<file path="config.mk">
export PLATFORM = sky130hd
export DESIGN_NAME = decrypt
export DESIGN_NICKNAME = d
export VERILOG_FILES = /design/src/rtl/decrypt.sv
export SDC_FILE = /design/constraint.sdc
export NUM_CORES = 1
export LEC_CHECK = 0
export ABC_AREA = 1
export CORE_MARGIN = 2
export CORE_UTILIZATION = 46
export DETAILED_ROUTE_END_ITERATION = 8
export GPL_ROUTABILITY_DRIVEN = 0
export GPL_TIMING_DRIVEN = 1
export PLACE_DENSITY_LB_ADDON = 0.2
export SLEW_MARGIN = 20
export SYNTH_ARGS = -nofsm -noshare
export SYNTH_HDL_FRONTEND = slang
export SYNTH_SLANG_ARGS = --single-unit
</file>
<file path="constraint.sdc">
create_clock -name i_w_clk -period 1 [get_ports i_w_clk]
set_clock_uncertainty 0.2 [all_clocks]
set_input_delay 0.2 -clock i_w_clk [delete_from_list [all_inputs] [get_ports i_w_clk]]
set_output_delay 0.2 -clock i_w_clk [all_outputs]
set_load 0.02 [all_outputs]
</file>
<file path="src/rtl/decrypt.sv">
// Parallel substitution decrypter: each cipher byte is shifted back by the value of its
// repeating key letter within a scrambled alphabet, and the result is registered once.
module decrypt #(
  parameter int p_cipher_length = 1,
  parameter int p_secret_length = 6
) (
  input  logic                         i_w_clk,
  input  logic                         i_w_rst_n,
  input  logic [p_cipher_length*8-1:0] i_w_cipher,
  input  logic [p_secret_length*8-1:0] i_w_secret,
  output logic [p_cipher_length*8-1:0] o_r_text
);

  logic [p_cipher_length*8-1:0] text_d;
  logic [p_cipher_length*8-1:0] text_q;

  // Position of an uppercase letter in the alphabet; anything else counts as zero.
  function automatic logic [4:0] keyValue(input logic [7:0] ch);
    case (ch)
      "Q": keyValue = 5'd0;
      "W": keyValue = 5'd1;
      "R": keyValue = 5'd2;
      "T": keyValue = 5'd3;
      "Y": keyValue = 5'd4;
      "U": keyValue = 5'd5;
      "I": keyValue = 5'd6;
      "O": keyValue = 5'd7;
      "P": keyValue = 5'd8;
      "S": keyValue = 5'd9;
      "F": keyValue = 5'd10;
      "D": keyValue = 5'd11;
      "G": keyValue = 5'd12;
      "H": keyValue = 5'd13;
      "J": keyValue = 5'd14;
      "E": keyValue = 5'd15;
      "K": keyValue = 5'd16;
      "L": keyValue = 5'd17;
      "Z": keyValue = 5'd18;
      "X": keyValue = 5'd19;
      "C": keyValue = 5'd20;
      "V": keyValue = 5'd21;
      "B": keyValue = 5'd22;
      "N": keyValue = 5'd23;
      "M": keyValue = 5'd24;
      "A": keyValue = 5'd25;
      default: keyValue = 5'd0;
    endcase
  endfunction

  function automatic logic [7:0] letterAt(input logic [7:0] pos);
    case (pos)
      8'd0:  letterAt = "Q";
      8'd1:  letterAt = "W";
      8'd2:  letterAt = "R";
      8'd3:  letterAt = "T";
      8'd4:  letterAt = "Y";
      8'd5:  letterAt = "U";
      8'd6:  letterAt = "I";
      8'd7:  letterAt = "O";
      8'd8:  letterAt = "P";
      8'd9:  letterAt = "S";
      8'd10: letterAt = "F";
      8'd11: letterAt = "D";
      8'd12: letterAt = "G";
      8'd13: letterAt = "H";
      8'd14: letterAt = "J";
      8'd15: letterAt = "E";
      8'd16: letterAt = "K";
      8'd17: letterAt = "L";
      8'd18: letterAt = "Z";
      8'd19: letterAt = "X";
      8'd20: letterAt = "C";
      8'd21: letterAt = "V";
      8'd22: letterAt = "B";
      8'd23: letterAt = "N";
      8'd24: letterAt = "M";
      8'd25: letterAt = "A";
      default: letterAt = 8'h3F;
    endcase
  endfunction

  // Cipher bytes above 51 never reach the subtractor result; the signed difference spans -25..51.
  always_comb begin
    text_d = '0;
    for (int k = 0; k < p_cipher_length; k++) begin
      logic [7:0]        cByte;
      logic [7:0]        kByte;
      logic signed [7:0] diff;
      cByte = i_w_cipher[(p_cipher_length-1-k)*8 +: 8];
      kByte = i_w_secret[(p_secret_length-1-(k % p_secret_length))*8 +: 8];
      diff  = $signed({1'b0, cByte[6:0]}) - $signed({3'b000, keyValue(kByte)});
      if (diff < 8'sd0)
        diff = diff + 8'sd26;
      else if (diff >= 8'sd26)
        diff = diff - 8'sd26;
      text_d[(p_cipher_length-1-k)*8 +: 8] = (cByte > 8'd51) ? 8'h3F : letterAt($unsigned(diff));
    end
  end

  always_ff @(posedge i_w_clk or negedge i_w_rst_n) begin
    if (!i_w_rst_n)
      text_q <= '0;
    else
      text_q <= text_d;
  end

  assign o_r_text = text_q;

endmodule

</file>
==> impl_metrics.toml <==
[worst_hold_path]
hold_path_class = "input port to async pin"

[route]
first_pass_iters = 5
wire_per_inst_microns = 23.40
via_per_inst = 6.660
dr.first_iter.drc_count = 414
drcViolationCount = 0
detail-route-antenna-nets = 0
postRouteWirelength_microns = 8938
vias = 2544

[status]
status = "finished with violations"
violations = "negative hold slack, negative setup slack"

[synth]
synth-async-reset-ratio_pct = 100.0
syn-instance-count = 238
synth_nets = 314
synth_edf_count = 0
synth.distinct_cells = 35
avgSynthCellArea_sq_um = 6.209
synthFlopType = "dfrtp_1"
ys_warn_count = 0
yosysSeqAreaShare_pct = 11.85
synth_adder_area_share_pct = 15.75
synth_top_family_by_area = "simple AND/OR/NAND/NOR gates"
synth_xor_area_share_pct = 2.794
ys_top_cells_by_area = "nand2_1, ha_1, dfrtp_1"
synth_mux_area_share_pct = 0
netlist_area_sq_um = 1478
synth_compound_area_share_pct = 9.738
synth_top_cell_by_area = "nand2_1"
synth-simple-area-share_pct = 47.25
synth_top_cell_area_share_pct = 16.51
synth-seq-cells = 7

[power]
irDropWorstVdd_v = 0.0007612
p_per_area_nw_per_um2 = 1064
power_mw = 3.155
p_leak_nw = 1.390

[floorplanning]
die_height_microns = 60.68
die_area_sq_um = 3681
ioPinCount = 66
row_count = 20
core_sq_um = 3053
initial_core_util_pct = 48.40
die_x_microns = 60.68

[global_route]
grt_max_degree = 11
track_usage_pct = 28.24
antenna_found_initial = 0
grt.overflow.total = 0
grt_first_pass_wirelength_microns = 7948
first_global_vias = 1847

[cts]
cts_tree = "done"
clk_pin_slew_worst_paths_ns = 0.06
root_buffer = "clkbuf_4"
cts_buffers = 3
cts-htree-levels = 1
clockBufferDepth = 2
clock-sinks = 7

[timing]
fmax_mhz = 275.7
worst_pin_slew_ns = 0.5273
fin_ws_ns = -2.627
maxSlewViolCount = 0
fin_crit_ns = 3.627
setup_violations = 14
finalCritPeriodShare_pct = 362.7
rsz0062_at_grt = "yes"
slew_headroom_pct = 64.61
hold_violations = 3
holdWs_ns = -0.007848

[layout]
final_common_cell = "buf_4"
synthToLayoutAreaGrowth_pct = 100.7
nNetsFinal = 415
layout-drive-gt1-share_pct = 61.24
multi_input_area_sq_um = 1654
final_cell_mix = "buf_4, nand2_1, buf_6"
antenna_cells = 0
largest_reg_flops = 7
fin_area_sq_um = 2965
num-fill-cells = 61
ff_latch_area_sq_um = 175.2
stdcell_count = 382

[run]
cap_violations = 0

[critical_path]
crit_end = "o_r_text[2]"
critPathKind = "input port to flop"
required_ns = 0.90
cp_data_arrival_time_ns = 3.52
path_max_fanout = 3
end_kind = "flop"
start_kind = "input port"
crit_start = "i_w_secret[43]"

[placed_design]
post_dp_cell_area_sq_um = 2158
dpl.hpwl_microns = 3341
dp.cells = 349
dp_slack_ns = -2.990
io_buffers = 24
[metrics by stage]
stage          utilization (%)  setup TNS (ns)
2_1_floorplan                -          -14.56
3_3_place_gp             70.70          -22.12
3_5_place_dp             70.70          -22.66
4_1_cts                  83.40          -15.11
5_1_grt                  97.13          -18.84
6_report                 97.13          -18.03
[Yosys cell counts, types with 2 or more instances]
master and n:
o211ai_1 2, nand4_1 6, inv_1 37, nand3_4 2, nand2_2 10, o21ai_1 2
ha_1 17, a221oi_1 2, nor2_1 14, nand3_2 5, a21oi_1 9, dfrtp_1 7
nand2_1 65, inv_2 5, nand3_1 29, nor3_1 5, o21ai_0 3
[worst max-delay path: stages]
cell and delay [ns]:
buf_2 0.12, buf_6 0.13, nor2_4 0.04, nor2_2 0.18, inv_2 0.12, a221oi_4 0.30, nor3_4 0.08, fa_2 0.42
inv_1 0.13, nand2_2 0.07, nand2_1 0.07, nand2_1 0.06, nand2_2 0.08, inv_2 0.07, nand2_4 0.09, nand3_4 0.08
xor2_2 0.23, inv_2 0.10, ha_4 0.29, inv_4 0.03, nand4_1 0.13, nand2_1 0.10, nand2_1 0.09, nand3_2 0.08
nand2_2 0.08, nand2_1 0.14
[report_power, final]
part	total, mW	internal, mW	switching [mW]
Clock	0.279	0.154	0.126
Combinational	2.56	1.07	1.49
Sequential	0.313	0.303	0.0103
[logic make-up (layout without fill, tap and decap cells)]
group / Yosys count / in the layout
and+or+nand+nor: 141 / 142
buffers and inverters: 45 / 144
AOI/OAI and AO/OA: 23 / 23
adders and majority gates: 18 / 18
DFF: 7 / 7
xor gates and xnor gates: 3 / 3
other: 1 / 1
[repair_timing]
item	4_1_cts	5_1_grt
gates resized for setup	130	74
setup endpoints to repair	14	14
buffers inserted	15	16
pin swaps	40	43
endpoints found under the hold margin	3	0
cloned	0	1
[metal layers]
metal / GRT usage, % / part of all wire (%)
met5: 0 / 0
met4: 6.522 / 11
met3: 3.838 / 11
met2: 53.46 / 47
met1: 33.42 / 30
[area by class of cell]
class                   instances  area share, %
multi-input cells             187          55.78
repair buffers                 97          28.99
inverters                      43          6.582
flip-flops and latches          7          5.907
well taps                      44          1.857
clock buffers                   4         0.8861
[worst min-delay path by stage]
| stage | from | endpoint |
|---|---|---|
| 2_1_floorplan | i_w_rst_n | o_r_text[0] |
| 3_3_place_gp | i_w_rst_n | o_r_text[6] |
| 3_5_place_dp | i_w_rst_n | o_r_text[6] |
| 4_1_cts | i_w_rst_n | o_r_text[4] |
| 5_1_grt | i_w_rst_n | o_r_text[4] |
| 6_report | i_w_rst_n | o_r_text[4] |
No activity file was read; power rests on OpenSTA's default activity.
